### config.mk
export PLATFORM = sky130hd
export DESIGN_NAME = ieee_float_to_int_flat
export DESIGN_NICKNAME = d
export VERILOG_FILES = /design/src/rtl/ieee_float_to_int_if.sv /design/src/rtl/ieee_float_to_int.sv /design/src/flat_wrapper.sv
export SDC_FILE = /design/constraint.sdc
export NUM_CORES = 1
export LEC_CHECK = 0
export ABC_AREA = 1
export BUFFER_PORTS_ARGS = -buffer_cell sky130_fd_sc_hd__buf_2
export CAP_MARGIN = 20
export CORE_MARGIN = 3
export CORE_UTILIZATION = 64
export DETAILED_ROUTE_END_ITERATION = 6
export PLACE_DENSITY = 0.95
export SKIP_LAST_GASP = 1
export SYNTH_ARGS = -nofsm -noshare
export SYNTH_HDL_FRONTEND = slang
export SYNTH_SLANG_ARGS = --single-unit
### constraint.sdc
create_clock -name clock_in -period 6.1 [get_ports clock_in]
set_clock_uncertainty 0.2 [all_clocks]
set_input_delay 0.305 -clock clock_in [delete_from_list [all_inputs] [get_ports clock_in]]
set_output_delay 0.305 -clock clock_in [all_outputs]
set_load 0.005 [all_outputs]
### src/rtl/ieee_float_to_int_if.sv
// Handshake and data bundle between a float producer and the float-to-int converter.
interface ieee_float_to_int_if #(
  parameter int INT_WIDTH = 32
) ();
  logic                 start_in;
  logic [31:0]          number_in;
  logic                 busy_out;
  logic                 done_out;
  logic [INT_WIDTH-1:0] result_out;
  logic                 overflow_out;
  logic                 invalid_out;

  modport master (
    output start_in, number_in,
    input  busy_out, done_out, result_out, overflow_out, invalid_out
  );

  modport slave (
    input  start_in, number_in,
    output busy_out, done_out, result_out, overflow_out, invalid_out
  );
endinterface

### src/rtl/ieee_float_to_int.sv
// Iterative IEEE 754 single -> signed integer converter, truncating toward zero.
// One shift per cycle; saturates on overflow/Inf and flags NaN.
//
// state  | meaning
// IDLE   | waiting for start_in; operand latched on accept
// DECODE | classify operand, load accumulator and shift count
// SHIFT  | one bit per cycle until the count reaches zero, then publish result
// FINISH | done_out pulse cycle; start_in ignored here
module ieee_float_to_int #(
  parameter int INT_WIDTH = 32
) (
  input logic             clock_in,
  input logic             reset_n,
  ieee_float_to_int_if.slave bus
);

  localparam int ACC_W = (INT_WIDTH > 24) ? INT_WIDTH : 24;
  localparam logic signed [9:0] EXP_LIM = 10'(INT_WIDTH - 1);
  localparam logic [INT_WIDTH-1:0] MAX_POS = {1'b0, {(INT_WIDTH-1){1'b1}}};
  localparam logic [INT_WIDTH-1:0] MIN_NEG = {1'b1, {(INT_WIDTH-1){1'b0}}};

  localparam logic [1:0] IDLE   = 2'd0;
  localparam logic [1:0] DECODE = 2'd1;
  localparam logic [1:0] SHIFT  = 2'd2;
  localparam logic [1:0] FINISH = 2'd3;

  logic [1:0]           state;
  logic [31:0]          numReg;
  logic [ACC_W-1:0]     acc;
  logic [5:0]           shiftCnt;
  logic                 shiftLeft;
  logic                 useFixed;
  logic [INT_WIDTH-1:0] fixedVal;
  logic                 ovfPend;
  logic                 invPend;

  logic                 busyReg;
  logic                 doneReg;
  logic [INT_WIDTH-1:0] resultReg;
  logic                 ovfReg;
  logic                 invReg;

  logic                 signBit;
  logic [7:0]           expField;
  logic [22:0]          fracField;
  logic signed [9:0]    expUnb;
  logic [5:0]           shiftAmt;
  logic [INT_WIDTH-1:0] accLow;
  logic [INT_WIDTH-1:0] accNeg;

  assign signBit   = numReg[31];
  assign expField  = numReg[30:23];
  assign fracField = numReg[22:0];
  assign expUnb    = $signed({2'b00, expField}) - 10'sd127;
  // Only evaluated on the normal path, where expUnb lies in 0..INT_WIDTH-2.
  assign shiftAmt  = (expUnb > 10'sd23) ? 6'(expUnb - 10'sd23) : 6'(10'sd23 - expUnb);
  assign accLow    = acc[INT_WIDTH-1:0];
  assign accNeg    = '0 - accLow;

  assign bus.busy_out     = busyReg;
  assign bus.done_out     = doneReg;
  assign bus.result_out   = resultReg;
  assign bus.overflow_out = ovfReg;
  assign bus.invalid_out  = invReg;

  // Sequencer: latch, classify, shift to alignment, publish result with a one-cycle done pulse.
  always_ff @(posedge clock_in or negedge reset_n) begin
    if (!reset_n) begin
      state     <= IDLE;
      numReg    <= '0;
      acc       <= '0;
      shiftCnt  <= '0;
      shiftLeft <= 1'b0;
      useFixed  <= 1'b0;
      fixedVal  <= '0;
      ovfPend   <= 1'b0;
      invPend   <= 1'b0;
      busyReg   <= 1'b0;
      doneReg   <= 1'b0;
      resultReg <= '0;
      ovfReg    <= 1'b0;
      invReg    <= 1'b0;
    end else begin
      case (state)
        IDLE: begin
          if (bus.start_in) begin
            numReg  <= bus.number_in;
            busyReg <= 1'b1;
            state   <= DECODE;
          end
        end

        DECODE: begin
          ovfPend  <= 1'b0;
          invPend  <= 1'b0;
          useFixed <= 1'b1;
          fixedVal <= '0;
          shiftCnt <= '0;
          if (expField == 8'hFF) begin
            if (fracField != '0) begin
              invPend <= 1'b1;
            end else begin
              ovfPend  <= 1'b1;
              fixedVal <= signBit ? MIN_NEG : MAX_POS;
            end
          end else if (expField == 8'h00 || expUnb < 10'sd0) begin
            fixedVal <= '0;
          end else if (expUnb >= EXP_LIM) begin
            // -2^(W-1) is representable exactly; every other value here is out of range.
            fixedVal <= signBit ? MIN_NEG : MAX_POS;
            ovfPend  <= !(signBit && expUnb == EXP_LIM && fracField == '0);
          end else begin
            useFixed  <= 1'b0;
            acc       <= ACC_W'({1'b1, fracField});
            shiftCnt  <= shiftAmt;
            shiftLeft <= (expUnb > 10'sd23);
          end
          state <= SHIFT;
        end

        SHIFT: begin
          if (shiftCnt == 6'd0) begin
            resultReg <= useFixed ? fixedVal : (signBit ? accNeg : accLow);
            ovfReg    <= ovfPend;
            invReg    <= invPend;
            doneReg   <= 1'b1;
            state     <= FINISH;
          end else begin
            acc      <= shiftLeft ? (acc << 1) : (acc >> 1);
            shiftCnt <= shiftCnt - 6'd1;
          end
        end

        FINISH: begin
          doneReg <= 1'b0;
          busyReg <= 1'b0;
          state   <= IDLE;
        end

        default: state <= IDLE;
      endcase
    end
  end

endmodule

### src/flat_wrapper.sv
// flat-port wrapper written by rule: the top's interface ports become plain ports
module ieee_float_to_int_flat 
#(
  parameter int INT_WIDTH = 32
)
  (clock_in, reset_n, bus_start_in, bus_number_in, bus_busy_out, bus_done_out, bus_result_out, bus_overflow_out, bus_invalid_out);
  ieee_float_to_int_if #(.INT_WIDTH(INT_WIDTH)) bus_i ();
  input logic clock_in;
  input logic reset_n;
  input wire logic [$bits(bus_i.start_in)-1:0] bus_start_in;
  input wire logic [$bits(bus_i.number_in)-1:0] bus_number_in;
  output wire logic [$bits(bus_i.busy_out)-1:0] bus_busy_out;
  output wire logic [$bits(bus_i.done_out)-1:0] bus_done_out;
  output wire logic [$bits(bus_i.result_out)-1:0] bus_result_out;
  output wire logic [$bits(bus_i.overflow_out)-1:0] bus_overflow_out;
  output wire logic [$bits(bus_i.invalid_out)-1:0] bus_invalid_out;
  assign bus_i.start_in = bus_start_in;
  assign bus_i.number_in = bus_number_in;
  assign bus_busy_out = bus_i.busy_out;
  assign bus_done_out = bus_i.done_out;
  assign bus_result_out = bus_i.result_out;
  assign bus_overflow_out = bus_i.overflow_out;
  assign bus_invalid_out = bus_i.invalid_out;
  ieee_float_to_int #(.INT_WIDTH(INT_WIDTH)) u_core (.clock_in(clock_in), .reset_n(reset_n), .bus(bus_i));
endmodule
==> results by group <==
Drt
  • DRT iter0 DRCs: 835
  • Met3 Routed Length: 1790 um
  • Detailed Route WL: 18,300 um
  • Routed length on met1: 7620 um
  • Drt wl/cell: 15.7 um
  • Via count: 6,821
  • Metal2 WL: 8490 um
  • Top sig layer: met4
  • DR vias/cell: 5.87
  • Post-DRT Antenna Nets: 0
  • DR pass1 iterations: 7
  • DR DRC count: 44

Timing
  • Max-Slew Margin vs Limit: 34.8%
  • Top achievable clock speed: 0.341 GHz
  • Setup violators final: 0
  • RSZ-0062 raised after global routing: false
  • Tightest Pin Transition: 0.977 ns
  • Final Hold Fails: 0
  • Fin crit period: 2.93 ns
  • Slew Viols, Final: 0
  • Setup TNS: 0 ns
  • Period utilization: 48.1%

Global routing
  • Largest net degree at the start of global routing: 65
  • Initial antenna violation count: 0
  • Vias in the first global route: 6,255
  • First-pass GRT wire length: 30,100 um
  • Total track usage: 32.7%
  • Grt ovf: 0

Critical path
  • CP arrival: 3.13 ns
  • Cell count of the worst reg-to-reg path: 15
  • Req. time, crit path: 6.29 ns
  • CP Class: flop to flop
  • CP endpoint kind: flop
  • Startpoint types: flop
  • Crit Path Max Fanout: 64

Die
  • Starting Density: 67.2%
  • Row cnt: 36
  • Die height: 108 um
  • Chip width: 108 um
  • Core ar.: 9950 um2
  • I/O pin cnt: 71
  • DIE AREA: 11,700 um2

Place
  • Final Wtd Congestion: 0.939
  • Area after DPL: 7060 um2
  • Detailed placer's ending HPWL: 11,400 um
  • I/O Buffers: 70

Yosys
  • Syn_area_per_cell: 7.18 um2
  • Async SR Flop Fraction: 100%
  • Post-synth EDFFs: 0
  • Distinct cell type count after synthesis: 36
  • Share of the synthesized area in the top cell type: 42.7%
  • Cell with the most instances after synthesis: nand2_1
  • Post-synthesis cell area: 6690 um2
  • Post-synth top cells: nand2_1 (258), dfrtp_1 (114), nor2_1 (105)
  • Synth Register Bits: 114
  • Synth area leaders: dfrtp_1 (43%), nand2_1 (14%), nor2_1 (5.9%)
  • Syn nets: 979
  • Mapped Cells: 932
  • Seq/Total Area, Yosys: 42.7%
  • Top_reg_cell synth: dfrtp_1
  • Cell taking the most area after synthesis: dfrtp_1
  • Synth warn: 0

Clock network
  • CTS tree: built
  • Clk Latency, worst-skew pair: 0.52 ns
  • CTS clock-pin slew for the worst setup and hold paths: 0.05 ns
  • Clock sinks: 114
  • H-tree Lvls: 4
  • Post-CTS sizing: 0
  • CTS Buf Count: 17
  • Buffer depth of the longest clock path: 2
  • Root buf cell: clkbuf_8

Run status
  • Failing checks: design-rule violations
  • Status: finished with violations

Final layout
  • Multi-input gate area: 3330 um2
  • Final nets: 1,066
  • Final Instance Area: 8040 um2
  • Area growth from synthesis to layout: 20.2%
  • Layout cells sized above 1: 12.4%
  • Storage cell area: 2850 um2
  • Layout fillers: 639
  • Antenna cells: 0

Power and ir drop
  • Leakage: 3.85 nW
  • Power Dens Cells: 598 nW/um2
  • Maximum vdd drop: 0.317 mV

Min path
  • Hold Path Cell Cnt: 4
  • HP Class: input pin to flop

Run
  • Max Cap Viol: 0
==> worst max-delay path, cell delays in order (launching register included) <==
cell and delay (ns):
dfrtp_1 0.48, ha_1 0.24, nand2_1 0.15, inv_1 0.14
nand2_1 0.06, nand2_1 0.14, inv_1 0.09, ha_1 0.22
inv_1 0.10, nor2_1 0.06, nor2_2 0.13, nand3_2 0.13
nand2_4 0.12, nand2_8 0.23, nand2_1 0.18, o21ai_1 0.08
==> flip-flops by register name, summed over array words and instances, names as in the netlist <==
name and cells:
u_core.invPend 1, u_core.useFixed 1, u_core.fixedVal 2, u_core.bus.done_out 1
u_core.ovfPend 1, u_core.bus.overflow_out 1, u_core.bus.result_out 32, u_core.shiftCnt 6
u_core.shiftLeft 1, u_core.bus.busy_out 1, u_core.bus.invalid_out 1, u_core.state 2
u_core.acc 32, u_core.numReg 32
==> power by group <==
group	internal [mW]	total [mW]	switching, mW
clock	0.707	1.05	0.341
combinational	0.767	2.30	1.54
sequential	1.11	1.45	0.338
==> final timing paths <==
| check | slack (ns) | endpoint | from |
|---|---|---|---|
| max | 3.17 | u_core.acc[21]$_DFFE_PN0P_ | u_core.numReg[23]$_DFFE_PN0P_ |
| min | 0.02 | u_core.state[1]$_DFFE_PN0P_ | bus_start_in |
| max reg2reg | 3.17 | u_core.acc[21]$_DFFE_PN0P_ | u_core.numReg[23]$_DFFE_PN0P_ |
| min reg2reg | 0.28 | u_core.bus.overflow_out$_DFFE_PN0P_ | u_core.bus.overflow_out$_DFFE_PN0P_ |
| max in group asynchronous | 4.31 | u_core.bus.result_out[18]$_DFFE_PN0P_ | reset_n |
| min in group asynchronous | 0.15 | u_core.numReg[28]$_DFFE_PN0P_ | reset_n |
==> per-stage QoR <==
stage	power, mW	utilization [%]	instances	setup slack [ns]	hold slack, ns
after detailed placement	3.59	71.0	1099	3.32	0.165
after global routing	5.17	80.8	1163	2.97	0.106
after global placement	3.48	70.8	1098	3.47	0.161
after CTS	4.73	80.5	1162	3.29	0.0249
final	4.80	80.8	1163	3.17	0.0240
after floorplan	3.07	-	932	3.68	-0.191
==> cells in the final DEF, fill, tap and decap left out, types with 5 or more instances in the layout <==
cell type	instances
nand2_1	258
nand3_1	70
xor2_1	7
o211ai_1	24
clkbuf_16	16
nor2_1	105
ha_1	12
a21oi_1	59
o21ai_0	78
nor4_1	5
dlygate4sd3_1	33
o21ai_1	34
nand4_1	12
buf_2	69
dfrtp_1	114
inv_1	77
bufinv_16	5
buf_4	7
==> area by class of cell <==
cell class | count | area share (%)
timing repair buffer | 111 | 9.59
inverter | 79 | 3.69
clock buffer | 19 | 5.37
multi-input combinational | 696 | 41.5
sequential | 114 | 35.5
tap | 133 | 2.07
clock inverter | 11 | 2.32
==> per-layer routing <==
metal / GRT usage (%) / up-vias
li1: - / 3237
met1: 45.6 / 3165
met2: 51.6 / 374
met3: 6.57 / 45
met4: 10.8 / 0
met5: 0 / -
==> timing repair <==
action | in CTS | in global routing
hold buffers | 33 | 0
setup buffers | 0 | 0
endpoints found under the hold margin | 83 | 0
==> logic make-up after synthesis <==
kind of cell | share of synthesized area [%]
AOI/OAI and AO/OA | 15.9
xor gates and xnor gates | 1.18
adders and majority gates | 2.25
buffers and inverters | 7.54
DFF | 42.7
and+or+nand+nor | 30.5
Note: power is estimated with default switching activity, not from simulation.
